==> config.mk <==
export PLATFORM = sky130hd
export DESIGN_NAME = avalon_master_arbiter
export DESIGN_NICKNAME = d
export VERILOG_FILES = /design/src/rtl/avalon_master_arbiter.sv
export SDC_FILE = /design/constraint.sdc
export NUM_CORES = 1
export LEC_CHECK = 0
export CORE_MARGIN = 2
export CORE_UTILIZATION = 39
export CTS_CLUSTER_DIAMETER = 40
export CTS_CLUSTER_SIZE = 16
export DETAILED_ROUTE_END_ITERATION = 10
export PLACE_DENSITY = 0.85
export SYNTH_ARGS = -nofsm -noshare
export SYNTH_HDL_FRONTEND = slang
export SYNTH_SLANG_ARGS = --single-unit
==> constraint.sdc <==
create_clock -name clk -period 3.1 [get_ports clk]
set_input_delay 0.31 -clock clk [delete_from_list [all_inputs] [get_ports clk]]
set_output_delay 0.31 -clock clk [all_outputs]
set_load 0.02 [all_outputs]
==> src/rtl/avalon_master_arbiter.sv <==
// ---------------------------------------------------------------------------
// avalon_master_arbiter
//
// Purpose:
//   Shares one downstream Avalon master interface between two requesters.
//   The arbiter grants one requester, issues its command to the downstream
//   side for one cycle, and then waits for the downstream completion pulse.
//   It returns that completion, together with the read data, to the granted
//   requester. Ties go round-robin by default.
//
// Configuration macro:
//   ARB_FIXED_PRIORITY_EN - when defined, requester 0 always wins a tie and
//                           the round-robin pointer is not built.
//
// Ports:
//   clk, reset                      clock; synchronous active-high reset
//   sN_leer / sN_escribir           requester N read / write request (level)
//   sN_direccion                    requester N address
//   sN_datos_escribir               requester N write data
//   sN_datos_leidos                 last read data delivered to requester N
//   sN_completada                   one-cycle completion pulse to requester N
//   m_leer / m_escribir             downstream command (one cycle)
//   m_direccion, m_datos_escribir   downstream address / write data
//   m_datos_leidos                  downstream read data
//   m_transaccion_completada        downstream completion pulse
//   concesion                       one-hot grant (bit N = requester N)
// ---------------------------------------------------------------------------
// state    | meaning
// ---------+-------------------------------------------------------------
// E_LIBRE  | idle; no grant; choose a winner when any request is present
// E_EMITIR | single cycle; drive the winner's command downstream
// E_ESPERA | command withdrawn; wait for m_transaccion_completada
// ---------------------------------------------------------------------------
module avalon_master_arbiter #(
    parameter int DATA_BITS    = 8,
    parameter int ADDRESS_BITS = 5
) (
    input  logic                    clk,
    input  logic                    reset,

    input  logic                    s0_leer,
    input  logic                    s0_escribir,
    input  logic [ADDRESS_BITS-1:0] s0_direccion,
    input  logic [DATA_BITS-1:0]    s0_datos_escribir,
    output logic [DATA_BITS-1:0]    s0_datos_leidos,
    output logic                    s0_completada,

    input  logic                    s1_leer,
    input  logic                    s1_escribir,
    input  logic [ADDRESS_BITS-1:0] s1_direccion,
    input  logic [DATA_BITS-1:0]    s1_datos_escribir,
    output logic [DATA_BITS-1:0]    s1_datos_leidos,
    output logic                    s1_completada,

    output logic                    m_leer,
    output logic                    m_escribir,
    output logic [ADDRESS_BITS-1:0] m_direccion,
    output logic [DATA_BITS-1:0]    m_datos_escribir,
    input  logic [DATA_BITS-1:0]    m_datos_leidos,
    input  logic                    m_transaccion_completada,

    output logic [1:0]              concesion
);

    typedef enum logic [1:0] {
        E_LIBRE  = 2'b00,
        E_EMITIR = 2'b01,
        E_ESPERA = 2'b10
    } estado_t;

    estado_t estado;
    estado_t estado_sig;

    logic [1:0]           pendiente;
    logic                 ganador;
    logic                 fin;
    logic                 sel;
    logic                 sel_leer;
    logic                 sel_escribir;
    logic [DATA_BITS-1:0] hold0;
    logic [DATA_BITS-1:0] hold1;

    assign pendiente = {s1_leer | s1_escribir, s0_leer | s0_escribir};

    // concesion is one-hot whenever it is nonzero, so bit 1 alone selects
    // the granted requester.
    assign sel          = concesion[1];
    assign sel_leer     = sel ? s1_leer     : s0_leer;
    assign sel_escribir = sel ? s1_escribir : s0_escribir;

    // A completion counts only while a command is outstanding.
    assign fin = (estado == E_ESPERA) && m_transaccion_completada;

`ifdef ARB_FIXED_PRIORITY_EN
    assign ganador = ~pendiente[0];
`else
    logic ultimo;

    always_comb begin
        if (&pendiente) begin
            ganador = ~ultimo;
        end else begin
            ganador = ~pendiente[0];
        end
    end

    always_ff @(posedge clk) begin
        if (reset) begin
            ultimo <= 1'b1;
        end else if (estado == E_LIBRE && |pendiente) begin
            ultimo <= ganador;
        end
    end
`endif

    // State register.
    always_ff @(posedge clk) begin
        if (reset) begin
            estado <= E_LIBRE;
        end else begin
            estado <= estado_sig;
        end
    end

    // Next-state logic.
    always_comb begin
        estado_sig = E_LIBRE;
        case (estado)
            E_LIBRE:  estado_sig = (|pendiente) ? E_EMITIR : E_LIBRE;
            E_EMITIR: estado_sig = E_ESPERA;
            E_ESPERA: estado_sig = m_transaccion_completada ? E_LIBRE : E_ESPERA;
            default:  estado_sig = E_LIBRE;
        endcase
    end

    // Grant and read-data hold registers.
    always_ff @(posedge clk) begin
        if (reset) begin
            concesion <= 2'b00;
            hold0     <= '0;
            hold1     <= '0;
        end else begin
            if (estado == E_LIBRE && |pendiente) begin
                concesion <= ganador ? 2'b10 : 2'b01;
            end else if (estado_sig == E_LIBRE) begin
                concesion <= 2'b00;
            end

            if (fin && !sel) begin
                hold0 <= m_datos_leidos;
            end
            if (fin && sel) begin
                hold1 <= m_datos_leidos;
            end
        end
    end

    // Output logic.
    always_comb begin
        m_leer           = 1'b0;
        m_escribir       = 1'b0;
        m_direccion      = '0;
        m_datos_escribir = '0;
        s0_completada    = 1'b0;
        s1_completada    = 1'b0;
        s0_datos_leidos  = hold0;
        s1_datos_leidos  = hold1;

        case (estado)
            E_EMITIR: begin
                // A simultaneous read and write is issued as a write.
                m_leer           = sel_leer & ~sel_escribir;
                m_escribir       = sel_escribir;
                m_direccion      = sel ? s1_direccion      : s0_direccion;
                m_datos_escribir = sel ? s1_datos_escribir : s0_datos_escribir;
            end
            E_ESPERA: begin
                m_direccion      = sel ? s1_direccion      : s0_direccion;
                m_datos_escribir = sel ? s1_datos_escribir : s0_datos_escribir;
                if (fin) begin
                    if (sel) begin
                        s1_completada   = 1'b1;
                        s1_datos_leidos = m_datos_leidos;
                    end else begin
                        s0_completada   = 1'b1;
                        s0_datos_leidos = m_datos_leidos;
                    end
                end
            end
            default: begin
            end
        endcase
    end

endmodule

Word-level counts from Yosys, hierarchy flattened
Cells that the tools add are included.
{ "totals": {"out_inout_bits": 35, "elab_cells": 51, "in_bits": 41, "ff_bits": 21} }
{ "classes": {"bitwise": 6, "n_reduce_logical": 11, "n_eq_ne": 2, "n_mux": 27} }
{ "ops": {"columns": ["operator", "n"], "rows": [
  ["$mux 8", 8],
  ["$mux 1", 12],
  ["$mux 5", 2],
  ["$mux 2", 4],
  ["$pmux 2 s3", 1],
  ["$logic_and 1x1->1", 4],
  ["$logic_not 2->1", 2],
  ["$reduce_or 2->1", 2],
  ["$not 1->1", 3],
  ["$eq 2x1->1 const B", 1],
  ["$eq 2x2->1 const B", 1],
  ["$or 1x1->1", 2],
  ["$reduce_and 2->1", 1],
  ["$reduce_bool 2->1", 1],
  ["$and 1x1->1", 1],
  ["$logic_not 1->1", 1]
]} }

Longest topological paths before layout
{ "logic_depth": {"word_depth": 7, "mapped_depth": 5, "depth_no_buf": 5} }

Least setup slack after synthesis
OpenSTA, ideal clock, no wires.
{ "synth_timing": {"path_type": "register -> output", "startpoint": "register concesion[1]", "endpoint": "output port m_leer", "path_stages_with_launch": 4, "t_required_ps": 2790, "arrival_time_ps": 1507, "path_buffers": 1, "path_slack_ps": 1283, "cell_sequence": "dfxtp_1 -> buf_6 -> or3b_2 -> a21boi_0"} }
{ "synth_between": {"elab_chain_len": 4, "elab_cells_between_ends": 5, "classes_between": "mux: 3; bitwise: 2"} }
{ "synth_lines": {"columns": ["element", "line", "source"], "rows": [
  ["start, declared", "62", "output logic [1:0] concesion"],
  ["start signal, assigned", "144", "concesion <= ganador ? 2'b10 : 2'b01;"],
  ["$mux 1", "89", "assign sel_escribir = sel ? s1_escribir : s0_escribir;"],
  ["$not 1->1", "172", "m_leer = sel_leer & ~sel_escribir;"],
  ["$and 1x1->1 (*)", "172", null],
  ["$mux 1 (*)", "169", "case (estado)"],
  ["end, declared", "55", "output logic m_leer,"]
]} }
Mark *: on every way between the ends. The rest lies on a longest branch, timed or not.

Worst setup path after layout
{ "layout_timing": {"startpoint": "input port s0_leer", "endpoint": "output port m_leer"} }
{ "layout_between": {"elab_chain_len": 3} }
{ "layout_lines": {"columns": ["element", "line", "source"], "rows": [
  ["start, declared", "41", "input logic s0_leer,"],
  ["$mux 1", "88", "assign sel_leer = sel ? s1_leer : s0_leer;"],
  ["$and 1x1->1", "172", null],
  ["$mux 1", "169", null]
]} }
Every way passes these cells.

==> flow_summary.yaml <==
outcome:
  status: "complete, no violations"
clock_network:
  clock-sinks: 21
  cts_made_buffers: 3
  cts_tree: "built"
  clock_latency_ns: 0.30
  clockBufferDepth: 2
  clk_pin_slew_ns: 0.12
  htree_levels: 1
  cts_root_buffer: "clkbuf_4"
  post_cts_resized: 0
  cts_hold_buf: 0
  cts_setup_buffers: 0
detailed_routing:
  routedWlPerCell_um: 15.0
  ant_nets: 0
  vias: 1111
  drcViolationCount: 0
  dr.pass1.iters: 4
  avgViaCountPerCell: 4.98
  wl_um: 3350
  drtIter0Drc: 46
power:
  powerDensity_nw_per_um2: 344
  vdd.ir_drop.worst_mv: 0.193
  p_leak_nw: 0.799
  power_uw: 685
critical_path:
  critPathLaunchType: "primary input"
  ff2ff_setup_slack_ns: 1.52
  arrival_ns: 2.20
  worstRegToRegCells: 5
  startpoint: "s0_leer"
  crit_path_end_kind: "output port"
  r2r_start: "estado[0]"
  worstSetupPathType: "in2out"
  rr_endpoint: "hold1[0]"
  critPathRequiredTime_ns: 2.79
  cp_max_fo: 4
timing:
  whs_ns: 0.553
  period_share_pct: 80.8
  clock_skew_ns: 0.00699
  layout_setup_ws_ns: 0.594
  setup_viol: 0
  rsz0062_at_grt: "false"
  max_slew_margin_pct: 50.6
  hold_violations: 0
  fmax_mhz: 399
  slew_viol_final: 0
  tightest_slew_ns: 0.738
  finalSetupTns_ns: 0
  period_needed_ns: 2.51
worst_hold_path:
  hp-start: "concesion[0]"
  hold_class: "reg2reg"
  holdPathEnd: "concesion[0]"
  whs_path_depth: 2
placement:
  place_inst: 219
  dp_hpwl_um: 2670
  dp_slack_ns: 0.652
  placed_area_sq_um: 1960
  io_buffers: 75
  gp_congestion: 0.787
synthesis:
  ys.warnings.count: 0
  netlist_instances: 115
  yosysSeqAreaShare_pct: 35.3
  ys_seq_elements: 21
  syn_nets: 159
  ys_types: 23
  synth_area_sq_um: 1190
  avgSynthCellArea_sq_um: 10.4
floorplanning:
  boundaryPins: 76
  coreArea_sq_um: 2980
  die_h_um: 59.3
  die_w_um: 59.3
  rows: 20
  die_area_sq_um: 3510
  start_util_pct: 40.0
final_layout:
  stdcell_area_sq_um: 1990
  final_layout_size_suffix_gt1_share_pct: 12.6
  post-route-util_pct: 66.8
  area_growth_pct: 67.0
  layout_common_cells: "clkdlybuf4s50_1, nor2b_1, dfxtp_1, mux2i_1, mux2_2"
  antenna_cells: 0
  fin_cells: 223
  final_common_cell: "clkdlybuf4s50_1"
  fill_cells: 234
  nets: 235
grt:
  grt_start_max_net_pins: 22
  grt_overflow: 0
  grt_pass1_wl_um: 5180
  grt_pass1_vias: 1098
  grtUsageTotal_pct: 19.4
  grt_antenna_before_repair: 0
job:
  cap_violations: 0
power by group:
group / switching, mW / internal, mW
Sequential: 0.00648 / 0.280
Clock: 0.0825 / 0.0501
Combinational: 0.117 / 0.148
Total: 0.206 / 0.478
critical path, cell delays in order:
cell             delay, ns
clkdlybuf4s50_1       0.54
or3b_2                0.47
a21boi_0              0.23
clkdlybuf4s50_1       0.65
final cells by class:
type | count | area [sq um] | share of cell area, %
Multi-Input combinational cell | 84 | 724 | 36.4
Sequential cell | 21 | 420 | 21.1
Clock buffer | 4 | 26.3 | 1.32
Timing Repair Buffer | 76 | 758 | 38.1
Tap cell | 33 | 41.3 | 2.08
Inverter | 5 | 18.8 | 0.943
sequential cells by signal, summed over array words and instances, names as in the netlist:
signal     cells
hold0          8
estado         2
concesion      2
hold1          8
ultimo         1
per-layer routing:
metal | track usage [%] | wire (um) | vias up | share of wire, %
met3 | 1.75 | 61 | 10 | 1.8
met2 | 35.3 | 1850 | 21 | 55
met5 | 0 | 0 | - | 0
met4 | 8.44 | 105 | 0 | 3.1
li1 | - | - | 545 | -
met1 | 22.7 | 1330 | 535 | 40
cells in the mapped netlist:
cell type | number | share of area, %
o41ai_2 | 1 | 1.4
clkbuf_1 | 3 | 0.95
buf_6 | 1 | 0.95
nor2_1 | 5 | 1.6
mux2i_1 | 14 | 12
mux2_2 | 10 | 9.5
nand2_1 | 1 | 0.31
mux2_4 | 6 | 7.6
a21o_1 | 1 | 0.63
or3b_2 | 1 | 0.74
nor2b_1 | 31 | 16
nor3b_1 | 1 | 0.63
ha_1 | 3 | 3.2
a21oi_1 | 2 | 0.84
a21boi_0 | 1 | 0.63
o221ai_1 | 2 | 1.5
nand3_2 | 1 | 0.84
nand3b_1 | 1 | 0.63
inv_1 | 5 | 1.6
nand3b_4 | 1 | 1.7
buf_2 | 1 | 0.42
o211ai_1 | 2 | 1.3
dfxtp_1 | 21 | 35
worst max-delay path by stage:
stage                         endpoint  slack (ns)
finish                          m_leer        0.59
global route        s1_datos_leidos[0]        0.51
CTS                 s1_datos_leidos[0]        0.60
detailed placement              m_leer        0.65
global placement                m_leer        0.69
floorplan                       m_leer        1.28
logic make-up after synthesis:
logic type	count (synthesis)	synth area share, %
DFF	21	35.3
muxes	30	28.8
adders and majority gates	3	3.15
AOI/OAI and AO/OA	9	6.20
and+or+nand+nor	42	22.7
buffers and inverters	10	3.89
Power figures use the tool's default switching activity.
